$ cat config.mk
export PLATFORM = sky130hd
export DESIGN_NAME = piso_tx
export DESIGN_NICKNAME = d
export VERILOG_FILES = /design/src/rtl/piso_tx.sv
export SDC_FILE = /design/constraint.sdc
export NUM_CORES = 1
export LEC_CHECK = 0
export CORE_AREA = 2 2 39 41
export DETAILED_ROUTE_END_ITERATION = 12
export DIE_AREA = 0 0 41 43
export PLACE_DENSITY = 0.66
export SKIP_LAST_GASP = 1
export SYNTH_ARGS = -nofsm -noshare
export SYNTH_HDL_FRONTEND = slang
export SYNTH_SLANG_ARGS = --single-unit
$ cat constraint.sdc
create_clock -name clk -period 2.7 [get_ports clk]
set_clock_uncertainty 0.2 [all_clocks]
set_input_delay 0.54 -clock clk [delete_from_list [all_inputs] [get_ports clk]]
set_output_delay 0.54 -clock clk [all_outputs]
set_load 0.005 [all_outputs]
$ cat src/rtl/piso_tx.sv
// Parallel-in, serial-out transmitter with valid/ready word intake and frame markers.
// Emits one bit per enabled clock; a word accepted on the last bit continues without a gap.
module piso_tx #(
  parameter int WIDTH      = 4,
  parameter bit LSB_FIRST  = 1'b0,
  parameter bit IDLE_LEVEL = 1'b0
) (
  input  logic             clk,
  input  logic             rst,
  input  logic             bit_en,
  input  logic [WIDTH-1:0] din,
  input  logic             din_valid,
  output logic             din_ready,
  output logic             sout,
  output logic             sout_valid,
  output logic             frame_start,
  output logic             frame_end,
  output logic             busy
);

  localparam int CW = $clog2(WIDTH);
  localparam logic [CW-1:0] LAST = CW'(WIDTH - 1);

  typedef enum logic {IDLE = 1'b0, SHIFT = 1'b1} state_t;

  state_t           state, state_nxt;
  logic [WIDTH-1:0] sreg, sreg_nxt;
  logic [CW-1:0]    cnt, cnt_nxt;
  logic             at_last;
  logic             accept;

  assign at_last = (cnt == LAST);
  // Ready is gated by rst so the source never sees a handshake while reset is held.
  assign din_ready = !rst && bit_en && ((state == IDLE) || at_last);
  assign accept    = din_valid && din_ready;

  always_ff @(posedge clk or posedge rst) begin
    if (rst) begin
      state <= IDLE;
      sreg  <= '0;
      cnt   <= '0;
    end else begin
      state <= state_nxt;
      sreg  <= sreg_nxt;
      cnt   <= cnt_nxt;
    end
  end

  always_comb begin
    state_nxt = state;
    sreg_nxt  = sreg;
    cnt_nxt   = cnt;
    if (accept) begin
      state_nxt = SHIFT;
      sreg_nxt  = din;
      cnt_nxt   = '0;
    end else if (bit_en && (state == SHIFT)) begin
      sreg_nxt = LSB_FIRST ? (sreg >> 1) : (sreg << 1);
      if (at_last) begin
        state_nxt = IDLE;
        cnt_nxt   = '0;
      end else begin
        cnt_nxt = cnt + 1'b1;
      end
    end
  end

  // Output decode is purely from registered state.
  assign sout_valid  = (state == SHIFT);
  assign busy        = sout_valid;
  assign sout        = sout_valid ? (LSB_FIRST ? sreg[0] : sreg[WIDTH-1]) : IDLE_LEVEL;
  assign frame_start = sout_valid && (cnt == '0);
  assign frame_end   = sout_valid && at_last;

endmodule

# [After elaboration in Yosys (flattened, before gate mapping)]
# Index checks and enable logic that the tools add are counted.
[op_classes] addsub=1 eq_ne=1 bitwise=1 mux=9 n_reduce_logical=12
[op_table] cell="$mux W4" count=2
[op_table] cell="$logic_and A1 B1 Y1" count=6
[op_table] cell="$mux W2" count=3
[op_table] cell="$mux W1" count=4
[op_table] cell="$reduce_bool A2 Y1" count=2
[op_table] cell="$add A2 B1 Y2 const B" count=1
[op_table] cell="$eq A2 B2 Y1 const B" count=1
[op_table] cell="$logic_not A2 Y1" count=1
[op_table] cell="$reduce_and A2 Y1" count=1
[op_table] cell="$logic_not A1 Y1" count=1
[op_table] cell="$logic_or A1 B1 Y1" count=1
[op_table] cell="$not A1 Y1" count=1
[word_totals] reg_bits=7 in_bits=8 wordCells=27

# [Depth between registers and ports, before layout]
# Gate-level depths: netlist of run 1.
[depth] ltp_word=6 depth_mapped=4 depth_no_buf=4

# [Worst setup path before layout of run 1]
# OpenSTA, ideal clock, no wires.
[synth_path] kind="flip-flop to output port" start="reg cnt[0]" end="out din_ready" arrival_time_ns=0.954 setup_slack_ns=1.006 path_stages_with_launch=4 required_time_ns=1.960 cell_sequence="dfrtp_1 -> ha_1 -> nand2b_1 -> and3_1"
[synth_between] elab_chain_len=3
[synth_rtl] item="start, declared" line_no="28" text="logic [CW-1:0] cnt, cnt_nxt;"
[synth_rtl] item="start signal, assigned" line_no="45" text="cnt <= cnt_nxt;"
[synth_rtl] item="$eq A2 B2 Y1" line_no="32" text="assign at_last = (cnt == LAST);"
[synth_rtl] item="$logic_or A1 B1 Y1" line_no="34" text="assign din_ready = !rst && bit_en && ((state == IDLE) || at_last);"
[synth_rtl] item="$logic_and A1 B1 Y1" line_no="34"
[synth_rtl] item="end, declared" line_no="13" text="output logic din_ready,"
# Every way passes these cells.

# [Final worst setup path of run 1]
# Ends and elaborated chain as after synthesis.

==> flow_metrics.tcl, run 1 <==
set metrics [dict create \
    fin_setup_tns_ps 0 \
    synth_edf_count 0 \
    dpl_cell_area_um2 566 \
    syn_to_final_growth_pct 45.1 \
    cts_made_buffers 3 \
    core.rowCount 14 \
    core-area_mm2 0.00138 \
    period_needed_ps 2450 \
    crit_fanout 4 \
    crit_chain "ha_1 -> nand2b_1 -> and3_1 -> clkdlybuf4s50_1" \
    drv_slew 0 \
    drive_above_1_share_pct 23.2 \
    yosys.cell_types.count 19 \
    ys_warn_count 0 \
    seqCellArea_um2 175 \
    routed_via_density 4.56 \
    fillers 143 \
    initial_core_util_pct 29.5 \
    synth_top_area_share_pct 42.9 \
    cap_violations 0 \
    synth_top_area_cell "dfrtp_1" \
    rsz0062_at_grt "no" \
    worstPathBufferInverterCount 1 \
    hpwl_um 556 \
    setup_viol 0 \
    cp-start-kind "flip-flop" \
    cp.arrival_ps 1710 \
    peakVddDrop_mv 0.369 \
    clk_path_buf_depth 2 \
    antenna_found_initial 0 \
    ys_ff_latch 7 \
    worstPathRequired_ps 1960 \
    crit_path_max_incr_delay_ps 430 \
    clk_latency_ps 250 \
    fin_nets 67 \
    setup_ws_ps 255 \
    crit_slowest_cell "clkdlybuf4s50_1" \
    relSlewSlack_pct 81.6 \
    path_class "reg2out" \
    gp_congestion 0.673 \
    grt_pass1_wl_mm 1.19 \
    cts_resized 0 \
    synth_common_cells "dfrtp_1 (7), inv_1 (4), and2_2 (3), mux2_1 (3), nand2_1 (3)" \
    cts.sinks 7 \
    switchingPower_uw 161 \
    grt_max_degree 10 \
    cp-end-kind "output port" \
    synth.avg_cell_area_um2 10.7 \
    io_buffers 13 \
    syn_nets 48 \
    antennaDiodeCount 0 \
    multi_input_area_um2 210 \
    drt_wl_total_um 714 \
    cts_tree "built" \
    synth.most_common_cell "dfrtp_1" \
    outcome "completed" \
    final_cell_area_um2 592 \
    power_density_mw_per_mm2 887 \
    root_buffer "clkbuf_4" \
    hp-class "reg2reg" \
    drtAntennaViolNets 0 \
    synth_area_um2 408 \
    cts-htree-levels 1 \
    synth_flop_cell "dfrtp_1" \
    sw_frac_of_total_pct 30.7 \
    p_int_uw 364 \
    die_w_um 41 \
    track_usage_pct 10.4 \
    synth_area_leaders "dfrtp_1 (43%), mux2_1 (8.3%), ha_1 (6.1%)" \
    power_frac_seq_pct 36.2 \
    dieArea_mm2 0.00176 \
    synthArstFlopShare_pct 100 \
    period_share_pct 90.6 \
    fmax_mhz 409 \
    syn_inst 38 \
    cts.clk_slew.worst_paths_ps 50 \
    tightest_slew_ps 276 \
    first_pass_iters 2 \
    drt-wirelength-per-cell_um 9.92 \
    place_ws_ps 308 \
    fp.dieH_um 43 \
    hold_viol_final 0 \
    drc 0 \
    cts_hold_buf 0 \
    p_leak_nw 0.293 \
    p_clk_share_pct 17.9 \
    drtIter0Drc 1 \
    crit_family "buffers and inverters" \
    p_comb_share_pct 45.9 \
    finalHoldWorstSlack_ps 332 \
    dr_total_vias 328 \
    post_cts_buffers 0 \
    grt_pass1_vias 303 \
    ys_seq_area_share_pct 42.9 \
    overflow 0 \
    io-pin-count 14 \
]
-- sequential cells by signal, summed over array words and instances, names as in the netlist --
register / cells
sreg: 4
cnt: 2
busy: 1
-- power groups by stage --
stage	clock network (mW)	logic (mW)	registers, mW
CTS	0.0985	0.245	0.189
global route	0.105	0.271	0.198
global placement	0	0.236	0.191
floorplan	0	0.152	0.182
detailed placement	0	0.244	0.191
finish	0.0941	0.241	0.190
-- layout by cell type (no fill, tap or decap), types with 2 or more instances in the layout --
| master | netlist | final |
|---|---|---|
| clkdlybuf4s50_1 | 0 | 13 |
| dfrtp_1 | 7 | 7 |
| inv_1 | 4 | 4 |
| nand2_1 | 3 | 3 |
| mux2_1 | 3 | 3 |
| and2_2 | 3 | 3 |
| clkbuf_4 | 0 | 3 |
| mux2i_1 | 2 | 2 |
| mux2_2 | 2 | 2 |
| nor2_1 | 2 | 2 |
| ha_1 | 2 | 2 |
| buf_4 | 1 | 2 |
-- per-layer routing --
metal	GRT usage, %	share of wire (%)	vias to the layer above
met5	0	0	-
met4	10.0	2.2	0
met3	1.57	7.7	2
met2	14.4	46	13
met1	12.7	44	150
li1	-	-	163
-- layout make-up --
type                            instances  area share (%)
Clock buffer                            4            4.44
Inverter                                4            2.54
Multi-Input combinational cell         26            35.5
Sequential cell                         7            29.6
Tap cell                               16            3.38
Timing Repair Buffer                   15            24.5
-- cells by family (layout without fill, tap and decap cells) --
group	count (synthesis)	after routing	synth area share, %
flops	7	7	42.9
mux	8	8	22.4
fa+ha+maj	2	2	6.13
buf+inv	5	23	5.52
simple gates	14	14	19.6
compound gates	2	2	3.37
-- metrics by stage --
step	util, %	power [mW]	std cells
finish	42.8	0.525	72
global route	42.8	0.574	72
CTS	42.8	0.533	72
detailed placement	40.9	0.435	68
global placement	40.9	0.427	68
floorplan	-	0.334	38
-- path summary, 6_finish.rpt --
path                                             to                start  slack (ps)  cells after the start
worst max-delay path                      din_ready   cnt[0]$_DFFE_PP0P_         250                      4
worst min-delay path            sreg[0]$_DFFE_PP0P_  sreg[0]$_DFFE_PP0P_         330                      2
worst max register to register  sreg[3]$_DFFE_PP0P_   cnt[0]$_DFFE_PP0P_         960                      4
worst min register to register  sreg[0]$_DFFE_PP0P_  sreg[0]$_DFFE_PP0P_         330                      2
max in group asynchronous       sreg[1]$_DFFE_PP0P_                  rst        1790                      3
min in group asynchronous        cnt[1]$_DFFE_PP0P_                  rst         380                      3
-- worst register-to-register path: cells and delay by family, from the launching register on --
kind	cells	cell delay, ps
multiplexers	1	370
adder cells (fa/ha/maj)	1	250
AND/OR/NAND/NOR	2	410
flip-flops	1	400
Note: power is estimated with default switching activity, not from simulation.
==> run 2: changes to the inputs <==
Settings changed: SKIP_CTS_REPAIR_TIMING set to 1.
==> results of run 2 <==
The final DEF is identical to that of run 1; final timing and power are the same.
==> run 3: changes to the inputs <==
--- a/config.mk
+++ b/config.mk
@@ -9,5 +9,6 @@
 export DETAILED_ROUTE_END_ITERATION = 12
 export DIE_AREA = 0 0 41 43
-export PLACE_DENSITY = 0.66
+export DONT_BUFFER_PORTS = 1
+export PLACE_DENSITY = 0.52
 export SKIP_CTS_REPAIR_TIMING = 1
 export SKIP_LAST_GASP = 1
==> constraint.sdc (replaced) <==
create_clock -name clk -period 2.8 [get_ports clk]
set_clock_uncertainty 0.2 [all_clocks]
set_input_delay 0.56 -clock clk [delete_from_list [all_inputs] [get_ports clk]]
set_output_delay 0.56 -clock clk [all_outputs]
set_load 0.1 [all_outputs]
==> run 3 against run 2 <==
Compared with the run above:
- first-iteration DRC count up 100%
- hold slack worse by 92 ps
- non-clock buffer count down 12
- global-route usage up 1.3 points
- die area unchanged
- final area down 20%
- critical path depth unchanged
- routed wire length down 1.7%
- via count down 11%
- critical endpoint unchanged
==> flow_metrics.tcl, run 3 (same netlist as run 1, synthesis figures left out) <==
set metrics [dict create \
    outcome "completed" \
    setup_viol 0 \
    final_common_cell "dfrtp_1" \
    track_usage_pct 11.7 \
    period_needed_ps 2620 \
    worstPathRequired_ps 2040 \
    gp_congestion 0.726 \
    holdPathStages 2 \
    fillers 146 \
    seqCellArea_um2 176 \
    dr_total_vias 293 \
    cts-htree-levels 1 \
    io_buffers 0 \
    top_register "sreg" \
    mostFrequentLayoutCells "dfrtp_1 (6), inv_1 (4)" \
    io-pin-count 14 \
    clk_path_buf_depth 2 \
    clk_latency_ps 250 \
    fmax_mhz 382 \
    path_class "in2out" \
    drv_slew 0 \
    tightest_slew_ps 544 \
    multi_input_area_um2 210 \
    grt_pass1_wl_mm 1.27 \
    period_share_pct 93.4 \
    initial_core_util_pct 29.5 \
    crit_slowest_cell "dlygate4sd3_1" \
    cap_violations 0 \
    routed_via_density 4.88 \
    core.rowCount 14 \
    largest_reg_flops 4 \
    cts.clk_slew.worst_paths_ps 50 \
    crit_fanout 10 \
    hpwl_um 576 \
    dieArea_mm2 0.00176 \
    syn_to_final_growth_pct 16.0 \
    grt_pass1_vias 308 \
    cts_tree "built" \
    utilization_pct 34.2 \
    relSlewSlack_pct 64.0 \
    cp.arrival_ps 1860 \
    antennaDiodeCount 0 \
    crit_path_max_incr_delay_ps 540 \
    hp-class "in2reg" \
    cp-end-kind "output port" \
    drive_above_1_share_pct 31.8 \
    cp-start-kind "input pin" \
    root_buffer "clkbuf_4" \
    drtAntennaViolNets 0 \
    cts_made_buffers 3 \
    drt_wl_total_um 702 \
    finalHoldWorstSlack_ps 240 \
    hold_viol_final 0 \
    first_pass_iters 2 \
    grt_max_degree 11 \
    setup_ws_ps 184 \
    drtIter0Drc 2 \
    r2r_cells 4 \
    drt-wirelength-per-cell_um 11.7 \
    fp.dieH_um 43 \
    cts.sinks 7 \
    reg2reg_slack_ps 1070 \
    fin_nets 55 \
    fin_setup_tns_ps 0 \
    overflow 0 \
    crit_chain "dlygate4sd3_1 -> inv_1 -> and3_1 -> buf_4" \
    core-area_mm2 0.00138 \
    die_w_um 41 \
    place_ws_ps 729 \
    drc 0 \
    antenna_found_initial 0 \
    rsz0062_at_grt "no" \
]
==> run 3: changes by cell type in the layout (fill, tap and decap cells not counted), sizes merged <==
cell | before | now
clkdlybuf4s50 | 13 | 0
dlygate4sd3 | 0 | 1
==> run 3: per-stage QoR <==
step / instance area, um^2 / cells
after detailed placement: 437 / 55
after global placement: 437 / 55
after floorplan: 408 / 38
after CTS: 463 / 59
after global routing: 473 / 60
final: 473 / 60
==> run 3: worst paths after layout <==
check,from,endpoint
max,rst,din_ready
min,din[0],sreg[0]$_DFFE_PP0P_
max reg2reg,cnt[0]$_DFFE_PP0P_,sreg[2]$_DFFE_PP0P_
min reg2reg,sreg[0]$_DFFE_PP0P_,sreg[0]$_DFFE_PP0P_
max in group asynchronous,rst,busy$_DFFE_PP0P_
min in group asynchronous,rst,sreg[3]$_DFFE_PP0P_
==> run 3: metal layers <==
| layer | part of all wire (%) | wire length (um) | up-vias | global-route usage [%] |
|---|---|---|---|---|
| li1 | - | - | 141 | - |
| met4 | 5.1 | 36 | 0 | 12.7 |
| met5 | 0 | 0 | - | 0 |
| met2 | 47 | 333 | 13 | 16.9 |
| met1 | 36 | 251 | 134 | 10.6 |
| met3 | 12 | 81 | 5 | 5.24 |
==> run 3: worst max-delay path: cells and delay by family <==
kind	cells	cell delay, ps
AND/OR/NAND/NOR	1	210
buffers and inverters	3	1080
==> run 3: layout make-up <==
class                           count  area share (%)
Clock buffer                        4            5.56
Timing Repair Buffer                3            5.29
Sequential cell                     7            37.3
Inverter                            4            3.17
Tap cell                           16            4.23
Multi-Input combinational cell     26            44.4
Power of run 3 is left out: the tool's default activity adds up to more than one toggle a clock period on the data nets, which glitch-free logic cannot reach.
